**src/rtl/fetch_unit.sv**
```systemverilog
// Instruction fetch stage: owns the PC, issues single-outstanding reads to instruction
// memory and hands one instruction at a time to decode. Optional FETCH_ALIGN_CHECK_EN.
module fetch_unit (
    input  logic        clk,
    input  logic        rst,
    input  logic [15:0] nextPC,
    input  logic        redirect,
    input  logic        halt,
    input  logic        inst_ready,
    input  logic [15:0] imem_rdata,
    input  logic        imem_stall,
    input  logic        imem_done,
    output logic [15:0] imem_addr,
    output logic        imem_rd,
    output logic [15:0] instr,
    output logic [15:0] pcPlus2,
    output logic        inst_valid,
    output logic        halted,
    output logic        err
);
    typedef enum logic [2:0] {S_REQ, S_WAIT, S_HOLD, S_DRAIN, S_HALTED} state_t;

    state_t      state, state_nxt;
    logic [15:0] pc, pc_nxt, pc_inc;
    logic        drain_halt, drain_halt_nxt;
    logic        capture, drop_valid;
    logic        redirect_ok;
`ifdef FETCH_ALIGN_CHECK_EN
    logic        align_fault;
`endif

    assign pc_inc    = pc + 16'd2;
    assign imem_addr = pc;

    // A redirect cannot revive a halted fetch, including one still draining for halt.
    assign redirect_ok = redirect && (state != S_HALTED) && !(state == S_DRAIN && drain_halt);

    always_comb begin
        state_nxt      = state;
        pc_nxt         = pc;
        drain_halt_nxt = drain_halt;
        capture        = 1'b0;
        drop_valid     = 1'b0;
`ifdef FETCH_ALIGN_CHECK_EN
        align_fault    = 1'b0;
`endif
        if (halt && state != S_HALTED) begin
            drop_valid = 1'b1;
            case (state)
                S_WAIT, S_DRAIN: begin
                    if (imem_done) begin
                        state_nxt = S_HALTED;
                    end else begin
                        state_nxt      = S_DRAIN;
                        drain_halt_nxt = 1'b1;
                    end
                end
                default: state_nxt = S_HALTED;
            endcase
        end else if (redirect_ok) begin
            drop_valid = 1'b1;
            pc_nxt     = nextPC;
            case (state)
                S_WAIT, S_DRAIN: state_nxt = imem_done ? S_REQ : S_DRAIN;
                default:         state_nxt = S_REQ;
            endcase
        end else begin
            case (state)
                S_REQ: begin
                    if (!imem_stall) state_nxt = S_WAIT;
                end
                S_WAIT: begin
                    if (imem_done) begin
                        capture   = 1'b1;
                        pc_nxt    = pc_inc;
                        state_nxt = S_HOLD;
                    end
                end
                S_HOLD: begin
                    if (inst_ready) begin
                        drop_valid = 1'b1;
                        state_nxt  = S_REQ;
                    end
                end
                S_DRAIN: begin
                    if (imem_done) state_nxt = drain_halt ? S_HALTED : S_REQ;
                end
                default: state_nxt = state;
            endcase
        end
`ifdef FETCH_ALIGN_CHECK_EN
        // Catch an odd PC before any request for it leaves the block.
        if (state_nxt == S_REQ && pc_nxt[0]) begin
            align_fault = 1'b1;
            state_nxt   = S_HALTED;
        end
`endif
    end

    always_ff @(posedge clk) begin
        if (rst) begin
            state      <= S_REQ;
            pc         <= 16'h0000;
            drain_halt <= 1'b0;
            instr      <= 16'h0800;
            pcPlus2    <= 16'h0000;
            inst_valid <= 1'b0;
            imem_rd    <= 1'b1;
            halted     <= 1'b0;
        end else begin
            state      <= state_nxt;
            pc         <= pc_nxt;
            drain_halt <= drain_halt_nxt;
            imem_rd    <= (state_nxt == S_REQ);
            halted     <= (state_nxt == S_HALTED);
            if (capture) begin
                instr      <= imem_rdata;
                pcPlus2    <= pc_inc;
                inst_valid <= 1'b1;
            end else if (drop_valid) begin
                inst_valid <= 1'b0;
            end
        end
    end

`ifdef FETCH_ALIGN_CHECK_EN
    always_ff @(posedge clk) begin
        if (rst) begin
            err <= 1'b0;
        end else if (align_fault) begin
            err <= 1'b1;
        end
    end
`else
    assign err = 1'b0;
`endif

endmodule

```
**config.mk**
```make
export PLATFORM = sky130hd
export DESIGN_NAME = fetch_unit
export DESIGN_NICKNAME = d
export VERILOG_FILES = /design/src/rtl/fetch_unit.sv
export SDC_FILE = /design/constraint.sdc
export NUM_CORES = 1
export LEC_CHECK = 0
export ABC_AREA = 1
export CELL_PAD_IN_SITES_DETAIL_PLACEMENT = 0
export CELL_PAD_IN_SITES_GLOBAL_PLACEMENT = 1
export CORE_UTILIZATION = 33
export DETAILED_ROUTE_END_ITERATION = 7
export HOLD_SLACK_MARGIN = 0.1
export PLACE_DENSITY_LB_ADDON = 0.1
export SLEW_MARGIN = 20
export SYNTH_ARGS = -nofsm -noshare
export SYNTH_HDL_FRONTEND = slang
export SYNTH_SLANG_ARGS = --single-unit
```
**constraint.sdc**
```tcl
create_clock -name clk -period 2.25 [get_ports clk]
set_clock_uncertainty 0.1 [all_clocks]
set_input_delay 0.45 -clock clk [delete_from_list [all_inputs] [get_ports clk]]
set_output_delay 0.45 -clock clk [all_outputs]
set_load 0.1 [all_outputs]
```
## Word level (Yosys, flattened, before mapping)

Cells that the tools add are included.

- Register bits: 55
- Output and inout port bits: 52
- Word-level logic and storage cells: 54
- Bits of input ports: 39

- Multiplexer cells: 25
- Equality and inequality tests: 5
- Bitwise logic cells: 2
- Add/subtract/negate cells: 1
- Reductions and logical operators: 13

Operators with widths:

| kind | number |
|---|---|
| 2-to-1 mux 16 bit | 3 |
| 2-to-1 mux 3 bit | 9 |
| adder 16 x 2 -> 16 bit (second input constant) | 1 |
| case mux 3 bit (4 select lines) | 1 |
| 2-to-1 mux 1 bit | 10 |
| == test 3 x 2 -> 1 bit (second input constant) | 2 |
| zero test 3 bit | 2 |
| AND reduction 3 bit | 2 |
| nonzero test 2 bit | 3 |
| logical AND 1 bit | 4 |
| 2-to-1 mux 2 bit | 2 |
| == test 3 x 1 -> 1 bit (second input constant) | 1 |
| == test 3 bit (second input constant) | 1 |
| != test 3 bit (second input constant) | 1 |
| inverter 1 bit | 2 |
| OR reduction 2 bit | 1 |
| zero test 1 bit | 1 |

## Depth between registers and ports, before layout

Gate-level depths: netlist of run 1.

- Word-level depth: 8
- Mapped depth: 10
- Gate-level depth less buffers: 10

## Least setup slack after synthesis of run 1

OpenSTA, ideal clock, no wires.

- Path kind: reg-to-reg
- Start point: register pc[1], in the netlist imem_addr[1]
- End point: register pc[9], in the netlist imem_addr[9]
- Arrival time: 2102 ps
- Stages on the path, launching flop included: 8
- Setup slack: -70 ps
- Buffers on the path: 0
- Library setup time: 118 ps
- Period minus slack after synthesis: 2320 ps
- Cells stage by stage: dfxtp_1 > ha_1 > nand2_1 > nor2_1 > nand2_1 > xor2_1 > a21oi_1 > nor2_1

- Word-level cells in the longest chain between the ends: 4

Ends and longest elaborated chain:

| element | RTL line | RTL |
|---|---|---|
| from (decl) | 24 | `logic [15:0] pc, pc_nxt, pc_inc;` |
| from (signal assigned) | 112 | `pc <= pc_nxt;` |
| adder 16 x 2 -> 16 bit | 32 | `assign pc_inc = pc + 16'd2;` |
| 2-to-1 mux 16 bit | 73 | `if (imem_done) begin` |
| 2-to-1 mux 16 bit | 68 | `case (state)` |
| 2-to-1 mux 16 bit | 60 | `end else if (redirect_ok) begin` |

No other way between the ends. The select of a mux whose other input is x is not followed.
A chain may end at the register's enable or synchronous reset.

## Worst setup path in the final report of run 1

- Start point: input port imem_done
- End point: register pc[9], in the netlist imem_addr[9]

- Word-level cells in the longest chain between the ends: 2

Ends and longest elaborated chain:

| element | RTL line | RTL |
|---|---|---|
| from (decl) | 12 | `input logic imem_done,` |
| nonzero test 2 bit (no source line) | n/a |  |
| AND reduction 3 bit (no source line) | n/a |  |

No other way between the ends.

==> reports/results.ini, run 1 <==
[pwr]
p_int_uw = 1516
pwr-share-comb_pct = 25.5
irDropWorstVdd_v = 0.0002692
swShare_pct = 34.98
power.leakage_uw = 0.001616
p_per_area_mw_per_mm2 = 642.9
sequentialPowerShare_pct = 45.3
pwr-share-clk_pct = 29.2
p_sw_uw = 815.8

[yosys]
synthCells = 405
yosys.area.top_type = dfxtp_1
syn_area_mm2 = 0.002646
synth_area_per_cell_um2 = 6.534
netlist_top_cells_area = dfxtp_1, nand2_1, nor2_1
ys_types = 23
yosysTopAreaCellShare_pct = 41.61
synth_fp_nets = 445
yosysWarnings = 0
synth_seq_cells = 55
yosysSeqAreaShare_pct = 41.61
synth_ff_type = dfxtp_1
synth_edf_count = 0
async_reset_ff_share_pct = 0

[cts]
cts.htree.levels = 2
cts_hold_buf = 0
cts_max_path_buffers = 2
clkTransAtPathRegs_ns = 0.10
cts_resized = 0
cts_tree = done
post_cts_buffers = 0
cts_root_buf = clkbuf_8
clk_latency_ns = 0.32
cts.sinks = 55
cts_buffers = 5

[layout]
nNetsFinal = 532
drive_above_1_share_pct = 16.43
finalNonFillerCells = 595
diodes = 0
area_delta_synth_final_pct = 37.07
final_cell_mix = nand2_1, nor2_1, buf_4
nFillCells = 808
final_common_cell = nand2_1

[floorplan]
ios = 91
coreArea_mm2 = 0.007727
die_y_um = 91.55
die_area_mm2 = 0.008381
die_w_um = 91.55
rows = 32
start_util_pct = 34.25

[run_status]
run_status = completed

[critical_path]
path_cells = clkdlybuf4s50_1 -> inv_1 -> nor2_1 -> nand2_1 -> inv_2 -> nand2_1 -> nand2_1 -> nand2_1 -> a21oi_1 -> nor2_1
reg2reg_depth = 7
r2r_end = imem_addr[9]
cp.required_ns = 2.36
crit_fanout = 13
critPathArrivalTime_ns = 1.97
timing.rr.start = imem_addr[1]
path_common_cell = nand2_1
crit_slowest_cell = clkdlybuf4s50_1
slowest_delay_ns = 0.50
regToRegSetupSlack_ns = 0.44
worst_setup_path_start_kind = input port
worstSetupPathType = input port to flop
cp-end-kind = flop

[timing]
post-route-period-util_pct = 82.49
setup_tns_ns = 0
fin_crit_ns = 1.856
hold_violations = 0
rsz0062_at_grt = false
drv_slew = 0
fmax_ghz = 0.5388
setup-violations-final = 0

[drt]
first_pass_iters = 6
drc = 0
vias_per_cell = 4.553
vias = 2709
drt_first_iter_violations = 67
routedWlPerCell_um = 12.44
antenna_left = 0
wl_um = 7404

[global_routing]
grtUsageTotal_pct = 18.09
grt_overflow = 0
grt_pass1_vias = 2492
grt_start_max_net_pins = 24
antenna_found_initial = 0
grt_pass1_wl_um = 12110

[flow_run]
maxCapViolations = 0

[worst_hold_path]
min_from = drain_halt
hp-class = flop to flop
min_to = drain_halt
min_path_cells = 2

[placed_design]
dp_cells = 587
portBuffers = 89
gp_congestion = 0.8148
dp_hpwl_um = 5478

sequential cells by signal (all words and copies together) (netlist names):
| signal | count |
|---|---|
| imem_addr | 16 |
| halted | 1 |
| imem_rd | 1 |
| instr | 16 |
| drain_halt | 1 |
| pcPlus2 | 16 |
| inst_valid | 1 |
| state | 3 |
power groups by stage:
stage | Combinational [uW] | Sequential (uW) | Clock, uW
after global routing | 638 | 1060 | 747
after detailed placement | 598 | 1080 | 0
after CTS | 600 | 1060 | 711
after floorplan | 197 | 1310 | 0
after global placement | 596 | 1080 | 0
final | 596 | 1060 | 681
Yosys cell counts, types with 2 or more instances:
| master | n |
|---|---|
| a21oi_1 | 41 |
| buf_2 | 5 |
| buf_4 | 7 |
| clkbuf_1 | 5 |
| dfxtp_1 | 55 |
| inv_1 | 31 |
| inv_2 | 4 |
| nand2_1 | 133 |
| nand2_2 | 4 |
| nand3_1 | 16 |
| nand3b_1 | 3 |
| nand4_1 | 5 |
| nor2_1 | 61 |
| nor3_1 | 2 |
| o21ai_0 | 17 |
| o21ai_1 | 5 |
| xor2_1 | 5 |
metrics by stage:
stage / area (um2) / util, % / setup WS (ns) / total power, uW / hold WS (ns)
after floorplan: 2649 / - / 0.1713 / 1502 / 0.3303
after global placement: 3512 / 45.45 / 0.08094 / 1675 / 0.3432
after detailed placement: 3512 / 45.45 / 0.06255 / 1675 / 0.3553
after CTS: 3627 / 46.94 / 0.3979 / 2367 / 0.3699
after global routing: 3627 / 46.94 / 0.1167 / 2447 / 0.3911
final: 3627 / 46.94 / 0.3939 / 2332 / 0.3670
final cells by class:
class                   count  area [um2]  share of cell area [%]
clock buffers               5       68.82                   1.897
repair buffers             98       843.3                   23.25
multi-input cells         297        1306                   36.01
clock inverters             3       46.29                   1.276
well taps                 102       127.6                   3.518
flip-flops and latches     55        1104                   30.42
inverters                  35       131.4                   3.622
worst max-delay path: cells and delay by family:
| family | cells | cell delay [ns] |
|---|---|---|
| buffers and inverters | 3 | 0.66 |
| AOI/OAI and AO/OA | 1 | 0.13 |
| and+or+nand+nor | 6 | 0.73 |
metal layers:
metal	vias up	global-route usage, %	routed length, um	share of wire [%]
met5	-	0	0	0
met4	0	4.630	64	0.86
met3	5	3.601	324	4.4
met2	51	29.70	3433	46
met1	1212	24.12	3581	48
li1	1441	-	-	-
how the worst max path moves through the flow:
stage | end | from
after floorplan | imem_addr[9] | imem_addr[3]
after global placement | imem_addr[9] | imem_done
after detailed placement | imem_addr[9] | imem_done
after CTS | imem_addr[9] | imem_done
after global routing | imem_addr[9] | imem_done
final | imem_addr[9] | imem_done
cells by family (layout without fill, tap and decap cells):
family	count (synthesis)	after routing	synth area share [%]
compound gates	63	63	11.91
simple gates	227	227	35.18
buf+inv	53	141	9.030
fa+ha+maj	1	1	0.4727
flops	55	55	41.61
xor+xnor	5	5	1.655
other cells	1	1	0.1417
No activity file was read; power rests on OpenSTA's default activity.
==> run 2: changes to the inputs <==
- CORE_UTILIZATION: 33 -> 28
- clock period: 2.25 -> 1.52 ns (I/O delays scaled with it)
==> reports/results.ini, run 2 (synthesis results as in run 1) <==
[run_status]
run_status = completed

[pwr]
p_total_uw = 3581
pwr-share-comb_pct = 32.7
power.leakage_uw = 0.001989
p_int_uw = 2292
p_per_area_mw_per_mm2 = 750.8
swShare_pct = 36.00
irDropWorstVdd_v = 0.0004489
pwr-share-clk_pct = 23.3
sequentialPowerShare_pct = 44.0
p_sw_uw = 1289

[critical_path]
worstSetupPathType = flop to flop
timing.rr.start = state[0]
path_cells = inv_2 -> nor2_4 -> nand2_2 -> nand3_4 -> nand3_4 -> inv_6 -> buf_12 -> nand2_1 -> a21oi_2
slowest_delay_ns = 0.36
reg2reg_depth = 9
regToRegSetupSlack_ns = 0.05
crit_slowest_cell = dfxtp_2
worst_setup_path_start_kind = flop
r2r_end = pcPlus2[2]
critPathArrivalTime_ns = 1.62
crit_fanout = 13
cp.required_ns = 1.67
cp-end-kind = flop
path_common_cell = nand3_4

[timing]
setup-violations-final = 0
hold_violations = 0
fin_crit_ns = 1.474
post-route-period-util_pct = 96.99
setup_slack_ns = 0.04568
holdWs_ns = 0.3588
fmax_ghz = 0.6783
drv_slew = 0
rsz0062_at_grt = true
setup_tns_ns = 0

[cts]
cts_tree = done
cts_buffers = 5
cts.htree.levels = 2
clk_latency_ns = 0.31
cts.sinks = 55
cts_max_path_buffers = 2
cts_hold_buf = 0
cts_root_buf = clkbuf_8
clkTransAtPathRegs_ns = 0.10

[global_routing]
grt_start_max_net_pins = 27
busiest_layer = met2
grt_overflow = 0
grt_pass1_vias = 2684
antenna_found_initial = 0
grt_pass1_wl_um = 13330
grtUsageTotal_pct = 16.91
grt_use_met2_pct = 29.06
grt_use_met3_pct = 2.811
met1_usage_pct = 22.22

[worst_hold_path]
min_to = drain_halt
min_path_cells = 2
min_from = drain_halt
hp-class = flop to flop

[layout]
final_common_cell = nand2_1
area_delta_synth_final_pct = 80.24
drive_above_1_share_pct = 31.67
multi_input_area_mm2 = 0.001514
final_cell_mix = nand2_1, buf_12, nor2_1
nNetsFinal = 560
regArea_mm2 = 0.001154
post-route-util_pct = 51.86
diodes = 0
nFillCells = 902

[floorplan]
coreArea_mm2 = 0.009196
die_w_um = 99.22
die_y_um = 99.22
rows = 35
ios = 91
die_area_mm2 = 0.009844
start_util_pct = 28.78

[drt]
wl_um = 8163
drc = 0
antenna_left = 0
vias = 2855
drt_first_iter_violations = 102
vias_per_cell = 4.517
routedWlPerCell_um = 12.92
first_pass_iters = 4

[placed_design]
gp_congestion = 0.8053
portBuffers = 89
dp_hpwl_um = 6042
dp_slack_ns = -0.4146

[flow_run]
maxCapViolations = 0

-- run 2: metal layers --
metal  wire length, um  up-vias
li1                  -     1496
met1              3817     1295
met2              3919       60
met3               359        4
met5                 0        -
met4                66        0
-- run 2: layout make-up --
class / instances / area share [%]
repair buffers: 126 / 36.49
multi-input cells: 297 / 31.74
flip-flops and latches: 55 / 24.19
well taps: 111 / 2.912
inverters: 35 / 2.859
clock buffers: 6 / 1.522
clock inverters: 2 / 0.2886
-- run 2: power by group through the flow --
stage / clock, uW / sequential [uW] / combinational, uW
global placement: 0 / 1610 / 1120
global route: 919 / 1590 / 1240
floorplan: 0 / 1940 / 294
detailed placement: 0 / 1610 / 1110
CTS: 871 / 1580 / 1130
finish: 835 / 1580 / 1170
-- run 2: how the worst max path moves through the flow --
stage	depth (start not counted)	slack (ns)	endpoint	startpoint
finish	9	0.05	pcPlus2[2]	state[0]
global placement	11	-0.40	imem_addr[8]	imem_done
floorplan	7	-0.05	imem_addr[9]	imem_addr[2]
CTS	11	0.02	halted	state[0]
global route	9	-0.06	pcPlus2[2]	state[0]
detailed placement	10	-0.41	instr[4]	imem_done
-- run 2: repair_timing --
action | in CTS | in global routing
endpoints found under the hold margin | 0 | 0
setup endpoints to repair | 45 | 50
pin swaps | 2 | 12
buffers inserted | 2 | 2
gates cloned | 1 | 0
gates resized for setup | 11 | 55
-- run 2: through the flow --
| step | instances | cell area [um2] |
|---|---|---|
| CTS | 630 | 4586 |
| global placement | 619 | 4446 |
| floorplan | 405 | 2723 |
| global route | 632 | 4770 |
| finish | 632 | 4770 |
| detailed placement | 619 | 4446 |
-- run 2: worst max-delay path: cells and delay by family, from the launching register on --
kind	cells	cell delay [ns]
compound gates	1	0.11
buf+inv	3	0.28
flops	1	0.36
simple gates	5	0.54
